<file path="config.mk">
export PLATFORM = sky130hd
export DESIGN_NAME = gray_updown_counter
export DESIGN_NICKNAME = d
export VERILOG_FILES = /design/src/rtl/gray_updown_counter.sv
export SDC_FILE = /design/constraint.sdc
export NUM_CORES = 1
export LEC_CHECK = 0
export CAP_MARGIN = 5
export CORE_ASPECT_RATIO = 0.6
export CORE_MARGIN = 5
export CORE_UTILIZATION = 55
export DETAILED_ROUTE_END_ITERATION = 6
export PLACE_DENSITY = 0.85
export SYNTH_ARGS = -nofsm -noshare
export SYNTH_HDL_FRONTEND = slang
export SYNTH_SLANG_ARGS = --single-unit
</file>
<file path="constraint.sdc">
create_clock -name clk -period 4.18 [get_ports clk]
set_clock_uncertainty 0.1 [all_clocks]
set_input_delay 0.836 -clock clk [delete_from_list [all_inputs] [get_ports clk]]
set_output_delay 0.836 -clock clk [all_outputs]
set_load 0.1 [all_outputs]
</file>
<file path="src/rtl/gray_updown_counter.sv">
// gray_updown_counter: prescaled up/down Gray counter with load and wrap/saturate limits
// Ports: clk (rising edge), reset (async, active-high), enable (prescaler advance),
// up (1 = increment, 0 = decrement), load/load_value (Gray-coded synchronous load),
// gray_count/bin_count (registered views of the same count), tick/changed/terminal
// (one-cycle strobes for step taken, value changed, step attempted at a limit).
module gray_updown_counter #(
  parameter int unsigned bits = 8,
  parameter int unsigned div = 1,
  parameter bit saturate = 1'b0
) (
  input  logic            clk,
  input  logic            reset,
  input  logic            enable,
  input  logic            up,
  input  logic            load,
  input  logic [bits-1:0] load_value,
  output logic [bits-1:0] gray_count,
  output logic [bits-1:0] bin_count,
  output logic            tick,
  output logic            changed,
  output logic            terminal
);
  localparam int unsigned pw = div > 1 ? $clog2(div) : 1;
  localparam logic [pw-1:0] p_last = pw'(div - 1);
  function automatic logic [bits-1:0] gray2bin(input logic [bits-1:0] g);
    gray2bin = g;
    for (int i = int'(bits) - 2; i >= 0; i--) gray2bin[i] = gray2bin[i+1] ^ g[i];
  endfunction
  logic [pw-1:0] p, p_next;
  logic [bits-1:0] b_next, b_step;
  logic step, at_lim;
  always_comb begin
    step = enable && !load && p == p_last;
    at_lim = up ? &bin_count : ~|bin_count;
    b_step = (at_lim && saturate) ? bin_count : up ? bin_count + 1'b1 : bin_count - 1'b1;
    b_next = load ? gray2bin(load_value) : step ? b_step : bin_count;
    p_next = (load || step) ? '0 : enable ? p + 1'b1 : p;
  end
  always_ff @(posedge clk or posedge reset)
    if (reset) begin
      p <= '0;
      bin_count <= '0;
      gray_count <= '0;
      tick <= 1'b0;
      changed <= 1'b0;
      terminal <= 1'b0;
    end else begin
      p <= p_next;
      bin_count <= b_next;
      gray_count <= b_next ^ (b_next >> 1);
      tick <= step;
      changed <= b_next != bin_count;
      terminal <= step && at_lim;
    end
endmodule
</file>
==> results.md, run 1 <==
* PortBufs at 31
* Core Box Area at 2575 um2
* Height of the die at 50.66 um
* Reg2reg setup slack at 1440 ps
* Data required, critical path at 4190 ps
* Leak at 0.7498 nW
* Synth Area in XOR/XNOR at 21.97%
* Reg2Reg Depth at 8
* Syn_nets at 186
* Diodes inserted at 0
* Setup TNS Final at 0 ps
* Wire length per cell at 16.61 um
* Power per cell area at 770.4 nW/um2
* Setup WS pre-CTS at 445.9 ps
* Hold Violations, Final at 0
* Post-DP HPWL at 2888 um
* Cell variety after synth at 48
* Crit path capture: gray_count[4]
* Max Fanout on Critical Path at 7
* DRT Wirelength at 3721 um
* Initial Utilization at 58.84%
* Syn avg cell area at 9.128 um2
* Reg-to-Reg Start: bin_count[1]
* RSZ-0062 raised after global routing: no
* Initial DRC Count at 125
* Post-synthesis compound-gate area fraction at 17.34%
* Worst hold-check path type: flop to flop
* Drt first pass iters at 4
* Worst-skew pair later-pin latency at 250 ps
* Max transition margin at 33.73%
* Critical Path Start: up
* Via count at 1342
* Top-Level Pins at 32
* Initial antenna violation count at 0
* Crit. End Element: flop
* CTS hold repair buffers at 0
* CTS max path bufs at 2
* CTS tree: built
* Tcrit/Tclk final at 83.14%
* Startpoint types: input port
* Total CTS buffers at 3
* Post-route ant nets at 0
* # H-tree levels at 1
* Slew Viols, Final at 0
* Worst-Margin Slew at 991.0 ps
* Setup WS post-layout at 704.6 ps
* Gr ovfl total at 0
* Post-Synth Adder-Cell Area at 6.276%
* Setup bufs post-CTS at 0
* Post-CTS Resized at 0
* Setup violators final at 0
* Fraction of layout cells with a size suffix above 1 at 6.250%
* Number of global-route vias before repair at 1321
* Fillers at 180
* Fraction of the mapped netlist area in simple logic gates at 16.43%
* Die Span X at 77.76 um
* Overall Power at 1.445 mW
* Layout area overhead at 23.78%
* Status: completed
* Row cnt at 14
* Synth Instances at 166
* Die ar. at 3939 um2
* GP Congestion at 0.9973
* F_max at 0.2877 GHz
* Global-route wire length before repair at 6244 um
* Clk slew on worst S/H paths at 60 ps
* Largest family of logic cells by synthesized area: XOR/XNOR gates
* Worst VDD drop at 0.4039 mV
* Max_cap viols at 0
* Yosys Warn Count at 0
* Asr flop ratio synth at 100.0%
* Register area share after synthesis at 31.38%
* Nets@finish at 213
* Final min period at 3475 ps
* Average via count per standard cell at 5.991
* RR Endpoint: gray_count[6]
* Clk Tree Root Cell: clkbuf_8
* WS Path Type: input port to flop
* EDFF count, synth at 0
* Total Routing Usage GR at 19.57%
* Synth Cell Area at 1515 um2
* Post-synthesis mux area share at 1.321%
* DR DRC count at 0
* Largest net degree at the start of global routing at 23
* Clk sinks at 19
* Worst EP arrival at 3490 ps
* Synth Flop Type: dfrtp_1
* Post-synthesis register bit count at 19
-- routing by layer --
layer  track usage, %  wire length (um)  share of wire [%]  up-vias
li1                 -                 -                  -      632
met3            1.964               281                7.6        4
met1            27.65              1623                 44      643
met5                0                 0                  0        -
met2            32.13              1776                 48       63
met4            5.429                40                1.1        0
-- stage by stage --
stage          util, %  hold WS (ps)  instances  cell area (um2)
3_5_place_dp     71.09         429.9        220             1831
2_1_floorplan        -         408.6        166             1515
5_1_grt          72.84         460.9        224             1876
6_report         72.84         436.3        224             1876
4_1_cts          72.84         439.6        224             1876
3_3_place_gp     71.09         421.6        220             1831
-- critical path, stage by stage --
cell and delay (ps):
clkdlybuf4s50_1 640, inv_1 200, ha_1 400, a21oi_1 320
o21ai_0 180, xor2_1 220, mux2i_1 100, o21ai_0 440
xnor2_1 150
-- registers in the layout, summed over array words and instances (netlist names) --
name,flops
gray_count,7
p,1
bin_count,8
changed,1
tick,1
terminal,1
-- power by group --
part,switching (mW),internal (mW),leakage (nW)
combinational,0.709,0.289,0.501
clock,0.0563,0.0676,0.0228
sequential,0.0803,0.243,0.226
total,0.845,0.600,0.750
-- cell families (layout without fill, tap and decap cells) --
logic type / after synthesis / count (layout)
compound gates: 39 / 39
xor+xnor: 30 / 30
fa+ha+maj: 7 / 7
buf+inv: 20 / 46
flops: 19 / 19
mux: 2 / 2
simple gates: 49 / 49
-- final cells by class --
cell class / count / area (um2) / area share [%]
inverters: 10 / 37.54 / 2.001
repair buffers: 32 / 317.8 / 16.94
multi-input cells: 127 / 959.7 / 51.17
well taps: 32 / 40.04 / 2.135
clock buffers: 4 / 45.04 / 2.402
flip-flops and latches: 19 / 475.5 / 25.35
-- placed cells by master (no fill, tap or decap), drive strengths merged, types with 2 or more instances in the layout --
cell	n
clkdlybuf4s50	31
xnor2	22
dfrtp	19
nor2	11
a21oi	11
inv	10
nand2	10
o21ai	10
xor2	7
nor3	6
ha	6
nand3	4
clkbuf	4
nand2b	3
o211ai	3
nor4	2
and3	2
nand3b	2
nor3b	2
nor2b	2
nand4	2
mux2i	2
a211oi	2
-- worst min path at each step --
stage	startpoint	depth (start not counted)	to	slack (ps)
floorplan	p	1	p	410
global placement	p	1	p	420
detailed placement	p	1	p	430
CTS	p	1	p	440
global route	p	1	p	460
finish	p	1	p	440
-- cells in the mapped netlist (all sizes together) (2+ instances only) --
cell    instances  area [um2]
clkbuf          7       26.28
nand2b          3       18.77
nor3            6       30.03
ha              6       75.07
buf             3       16.26
nand2          10       37.54
nor4            2       12.51
inv            10       37.54
mux2i           2       20.02
o21ai          10       50.04
a21oi          11       62.56
nand3b          2       15.01
and3            2       12.51
nor2           11       41.29
o211ai          3       22.52
nand3           4       20.02
dfrtp          19       475.5
xor2            7       80.08
nor3b           2       15.01
nand4           2       12.51
xnor2          22       230.2
a211oi          2       20.02
nor2b           2       12.51
(Power assumes the default switching activity.)
==> run 2, diff against run 1 <==
--- a/config.mk
+++ b/config.mk
@@ -8,9 +8,9 @@
 export CAP_MARGIN = 5
 export CORE_ASPECT_RATIO = 0.6
 export CORE_MARGIN = 5
-export CORE_UTILIZATION = 55
+export CORE_UTILIZATION = 46
 export DETAILED_ROUTE_END_ITERATION = 6
-export PLACE_DENSITY = 0.85
+export PLACE_DENSITY = 0.76
 export SYNTH_ARGS = -nofsm -noshare
 export SYNTH_HDL_FRONTEND = slang
 export SYNTH_SLANG_ARGS = --single-unit
==> constraint.sdc (replaced) <==
create_clock -name clk -period 3 [get_ports clk]
set_clock_uncertainty 0.1 [all_clocks]
set_input_delay 0.6 -clock clk [delete_from_list [all_inputs] [get_ports clk]]
set_output_delay 0.6 -clock clk [all_outputs]
set_load 0.1 [all_outputs]
==> run 2 against run 1 <==
Against the previous run:
- combinational power grew 49%
- worst hold slack lost 0.74 ps
- worst setup slack lost 520 ps
- clock power grew 35%
- die area grew 16%
- wire length grew 3.7%
- first-iteration DRC count grew 20%
- critical path type unchanged
- largest power group unchanged
==> results.md, run 2 (same netlist as run 1, synthesis figures left out) <==
* Initial Utilization at 47.30%
* Drt first pass iters at 5
* Core Box Area at 3203 um2
* Worst-Margin Slew at 665.0 ps
* Final min period at 2811 ps
* Largest registers: bin_count (8), gray_count (7)
* WS Path Type: input port to flop
* Slowest CP cell: xnor3_1
* Gr ovfl total at 0
* Clk Tree Root Cell: clkbuf_8
* Non-filler cells in the finished layout at 260
* Met2 Routed Length at 1611 um
* Wire length per cell at 14.83 um
* Startpoint types: input port
* DR DRC count at 0
* Nets@finish at 236
* Leak at 0.8803 nW
* Crit. End Element: flop
* Max Fanout on Critical Path at 6
* Hold WS at 435.5 ps
* Hold Violations, Final at 0
* Post-DP HPWL at 3023 um
* F_max at 0.3557 GHz
* Power per cell area at 1030 nW/um2
* RSZ-0062 raised after global routing: no
* Global-route wire length before repair at 6154 um
* Layout area overhead at 33.86%
* Initial antenna violation count at 0
* GP Congestion at 0.8688
* # H-tree levels at 1
* Initial DRC Count at 150
* PortBufs at 31
* DRT Wirelength at 3857 um
* Total Routing Usage GR at 17.28%
* Fraction of layout cells with a size suffix above 1 at 26.51%
* Row cnt at 16
* Met3 WL at 300 um
* Top-Level Pins at 32
* Worst-skew pair later-pin latency at 250 ps
* Cell Chain, Critical Path: clkdlybuf4s50_1 > xnor3_1 > xnor2_4 > o221ai_1 > o211ai_1 > o41ai_1 > nand4b_1
* CTS max path bufs at 2
* Setup violators final at 0
* Worst VDD drop at 0.7289 mV
* Worst path max stage delay at 550 ps
* Total CTS buffers at 3
* Height of the die at 54.46 um
* Status: completed
* Setup bufs post-CTS at 0
* Average via count per standard cell at 5.373
* Overall Power at 2.090 mW
* CTS tree: built
* Most frequent cells in the layout: 43 x buf_4, 20 x xnor2_1, 18 x dfrtp_1
* Clk slew on worst S/H paths at 70 ps
* Multi-input logic area at 969.7 um2
* Highest metal used: met4
* Tcrit/Tclk final at 93.71%
* Data required, critical path at 2990 ps
* Worst hold-check path type: flop to flop
* Metal-1 WL at 1877 um
* Most common library cell in the layout ignoring fill and taps: buf_4
* Die ar. at 4579 um2
* Slew Viols, Final at 0
* Setup TNS Final at 0 ps
* Largest net degree at the start of global routing at 22
* CTS hold repair buffers at 0
* Via count at 1397
* Worst EP arrival at 2800 ps
* Post-route ant nets at 0
* Diodes inserted at 0
* Top reg by flops: bin_count
* Max_cap viols at 0
* Final instance area at 2028 um2
* Sequential Area at 476.7 um2
* Die Span X at 84.10 um
* Largest register FFs at 8
* DP Cell Count at 256
* Max transition margin at 55.62%
* Number of global-route vias before repair at 1280
* Fillers at 275
* DP Area at 1973 um2
* Clk sinks at 19
* Post-CTS Resized at 0
## run 2: cell count changes in the layout (fill, tap and decap cells not counted)
| cell | delta |
|---|---|
| dfrtp_2 | +1 |
| a21oi_2 | +1 |
| a2111oi_0 | -1 |
| a2111oi_2 | +1 |
| clkdlybuf4s50_1 | -19 |
| buf_4 | +42 |
| dfrtp_1 | -1 |
| a21oi_1 | -1 |
## run 2: where the power goes
group | leakage [nW] | internal (mW) | switching [mW]
Clock | 0.0228 | 0.0940 | 0.0744
Combinational | 0.633 | 0.460 | 1.03
Sequential | 0.225 | 0.340 | 0.0908
## run 2: worst paths after layout
path | start | to | slack [ps] | cells after the start
worst max-delay path | load_value[6] | changed | 190 | 7
worst min-delay path | p | p | 440 | 1
worst max register to register | bin_count[1] | gray_count[5] | 600 | 8
worst min register to register | p | p | 440 | 1
max in group asynchronous | reset | bin_count[1] | 1680 | 2
min in group asynchronous | reset | gray_count[3] | 650 | 2
## run 2: critical path, delay by kind of cell
family,cells,cell delay [ps]
buffers and inverters,1,470
AO/OA/AOI/OAI,3,780
AND/OR/NAND/NOR,1,180
XOR/XNOR,2,770
## run 2: layout make-up
cell class,instances,area share [%]
clock buffers,4,2.221
flip-flops and latches,19,23.50
well taps,45,2.776
multi-input cells,127,47.81
repair buffers,55,21.84
inverters,10,1.851
## run 2: metal layers
metal | track usage [%] | vias to the layer above
met5 | 0 | -
met3 | 2.406 | 6
li1 | - | 683
met1 | 24.13 | 648
met4 | 6.684 | 0
met2 | 27.62 | 60
## run 2: stage by stage
stage,worst slack [ps],utilization [%]
after CTS,105.7,63.01
final,188.8,63.32
after floorplan,119.7,-
after global routing,33.99,63.32
after detailed placement,-153.8,61.60
after global placement,-136.7,61.60
==> run 3, diff against run 2 <==
--- a/config.mk
+++ b/config.mk
@@ -7,7 +7,7 @@
 export LEC_CHECK = 0
 export CAP_MARGIN = 5
 export CORE_ASPECT_RATIO = 0.6
-export CORE_MARGIN = 5
+export CORE_MARGIN = 2
 export CORE_UTILIZATION = 46
 export DETAILED_ROUTE_END_ITERATION = 6
 export PLACE_DENSITY = 0.76
==> run 3 against run 2 <==
Against the previous run:
- largest cell class unchanged
- design area is 1.6% lower
- die area decreased by 17%
- register-to-register slack better by 40 ps
- largest power group unchanged
- global-route usage is 4.5 points higher
==> results.md, run 3 (same netlist as run 1, synthesis figures left out) <==
* Min-delay src: p
* Initial antenna violation count at 0
* Crit. End Element: flop
* Startpoint types: input port
* Non-filler cells in the finished layout at 256
* RR Endpoint: gray_count[6]
* Slew Viols, Final at 0
* Cell Chain, Critical Path: clkdlybuf4s50_1 > inv_1 > ha_1 > a211oi_2 > buf_4 > o21ai_0 > xor2_1 > mux2i_1 > o21ai_0 > buf_4 > xnor2_1
* Status: completed
* Max transition margin at 54.33%
* Largest register FFs at 8
* PortBufs at 31
* Hold WS at 441.8 ps
* Final instance area at 1996 um2
* # H-tree levels at 1
* Global-route wire length before repair at 6520 um
* Layout area overhead at 31.71%
* Initial DRC Count at 96
* Most frequent cells in the layout: 39 x buf_4, 20 x xnor2_1, 18 x dfrtp_1
* Worst VDD drop at 0.6054 mV
* Clk sinks at 19
* Die ar. at 3784 um2
* WS Path Type: input port to flop
* Power per cell area at 1038 nW/um2
* GP Congestion at 0.9316
* Total CTS buffers at 3
* Clk slew on worst S/H paths at 70 ps
* Hold Violations, Final at 0
* Via count at 1388
* Largest registers: bin_count (8), gray_count (7)
* Post-DP HPWL at 2950 um
* Largest net degree at the start of global routing at 22
* Die Span X at 78.10 um
* Final Core Density at 62.30%
* Average via count per standard cell at 5.422
* CTS tree: built
* Height of the die at 48.46 um
* Hold depth at 1
* Data required, critical path at 3040 ps
* Worst path max stage delay at 470 ps
* Leak at 0.8628 nW
* Number of global-route vias before repair at 1344
* DR DRC count at 0
* Row cnt at 16
* Worst EP arrival at 2830 ps
* CTS hold repair buffers at 0
* Initial Utilization at 47.30%
* Fraction of layout cells with a size suffix above 1 at 25.12%
* Gr ovfl total at 0
* Worst-Margin Slew at 684.2 ps
* DRT Wirelength at 3762 um
* Reg-to-Reg Start: bin_count[0]
* Wire length per cell at 14.70 um
* DP Area at 1943 um2
* Core Box Area at 3203 um2
* Worst path buffer plus inverter count at 4
* Final min period at 2798 ps
* Post-route ant nets at 0
* Setup violators final at 0
* Reg2Reg Depth at 8
* Total Routing Usage GR at 21.78%
* F_max at 0.3574 GHz
* Setup bufs post-CTS at 0
* Endpoint, Worst Hold: p
* Max Fanout on Critical Path at 6
* RSZ-0062 raised after global routing: no
* Most common library cell in the layout ignoring fill and taps: buf_4
* Reg2reg setup slack at 640 ps
* Post-CTS Resized at 0
* Top-Level Pins at 32
* Max_cap viols at 0
* Nets@finish at 232
* Top reg by flops: bin_count
* CTS max path bufs at 2
* Worst-skew pair later-pin latency at 260 ps
* Worst hold-check path type: flop to flop
* Tcrit/Tclk final at 93.28%
* Drt first pass iters at 4
* Diodes inserted at 0
* DP Cell Count at 252
* Slowest CP cell: clkdlybuf4s50_1
* Overall Power at 2.072 mW
* Worst path top cell family by delay: buffers and inverters
* Clk Tree Root Cell: clkbuf_8
[run 3: cell count changes in the layout (fill, tap and decap cells not counted), sizes merged]
cell,delta
clkinv,+1
clkbuf,-1
buf,-4
[run 3: worst max-delay path by stage]
stage	from	end	slack, ps	cells past startpoint
floorplan	bin_count[0]	gray_count[5]	120	9
global placement	up	gray_count[6]	-60	9
detailed placement	up	gray_count[6]	-130	9
CTS	up	gray_count[6]	130	9
global route	up	gray_count[4]	30	11
finish	up	gray_count[5]	200	11
[run 3: report_power, final]
| part | leakage [nW] | internal [mW] | total [mW] | switching, mW |
|---|---|---|---|---|
| clock | 0.0255 | 0.0923 | 0.177 | 0.0847 |
| combinational | 0.613 | 0.439 | 1.45 | 1.02 |
| sequential | 0.225 | 0.339 | 0.441 | 0.102 |
[run 3: cell type report]
type                       count  area [um2]
tap                           45       56.30
clock inverter                 1       5.005
sequential                    19       476.7
clock buffer                   3       41.29
inverter                      10       37.54
timing repair buffer          51       412.9
multi-input combinational    127       965.9
fill                         291        1207
[run 3: metrics by stage]
step	setup TNS, ps	setup slack (ps)
CTS	0	135.0
global placement	-55.34	-55.34
floorplan	0	119.7
global route	0	29.74
detailed placement	-199.7	-130.4
finish	0	201.7
[run 3: worst register-to-register path: cells and delay by family (launching register included)]
family / cells / cell delay [ps]
flops: 1 / 570
simple gates: 1 / 220
fa+ha+maj: 1 / 410
xor+xnor: 1 / 150
compound gates: 4 / 680
buf+inv: 1 / 120
[run 3: metal layers]
| layer | wire length, um | GRT usage [%] | vias up |
|---|---|---|---|
| met2 | 1662 | 34.05 | 60 |
| met3 | 218 | 2.425 | 9 |
| met1 | 1816 | 31.89 | 651 |
| li1 | - | - | 668 |
| met5 | 0 | 0 | - |
| met4 | 64 | 7.018 | 0 |
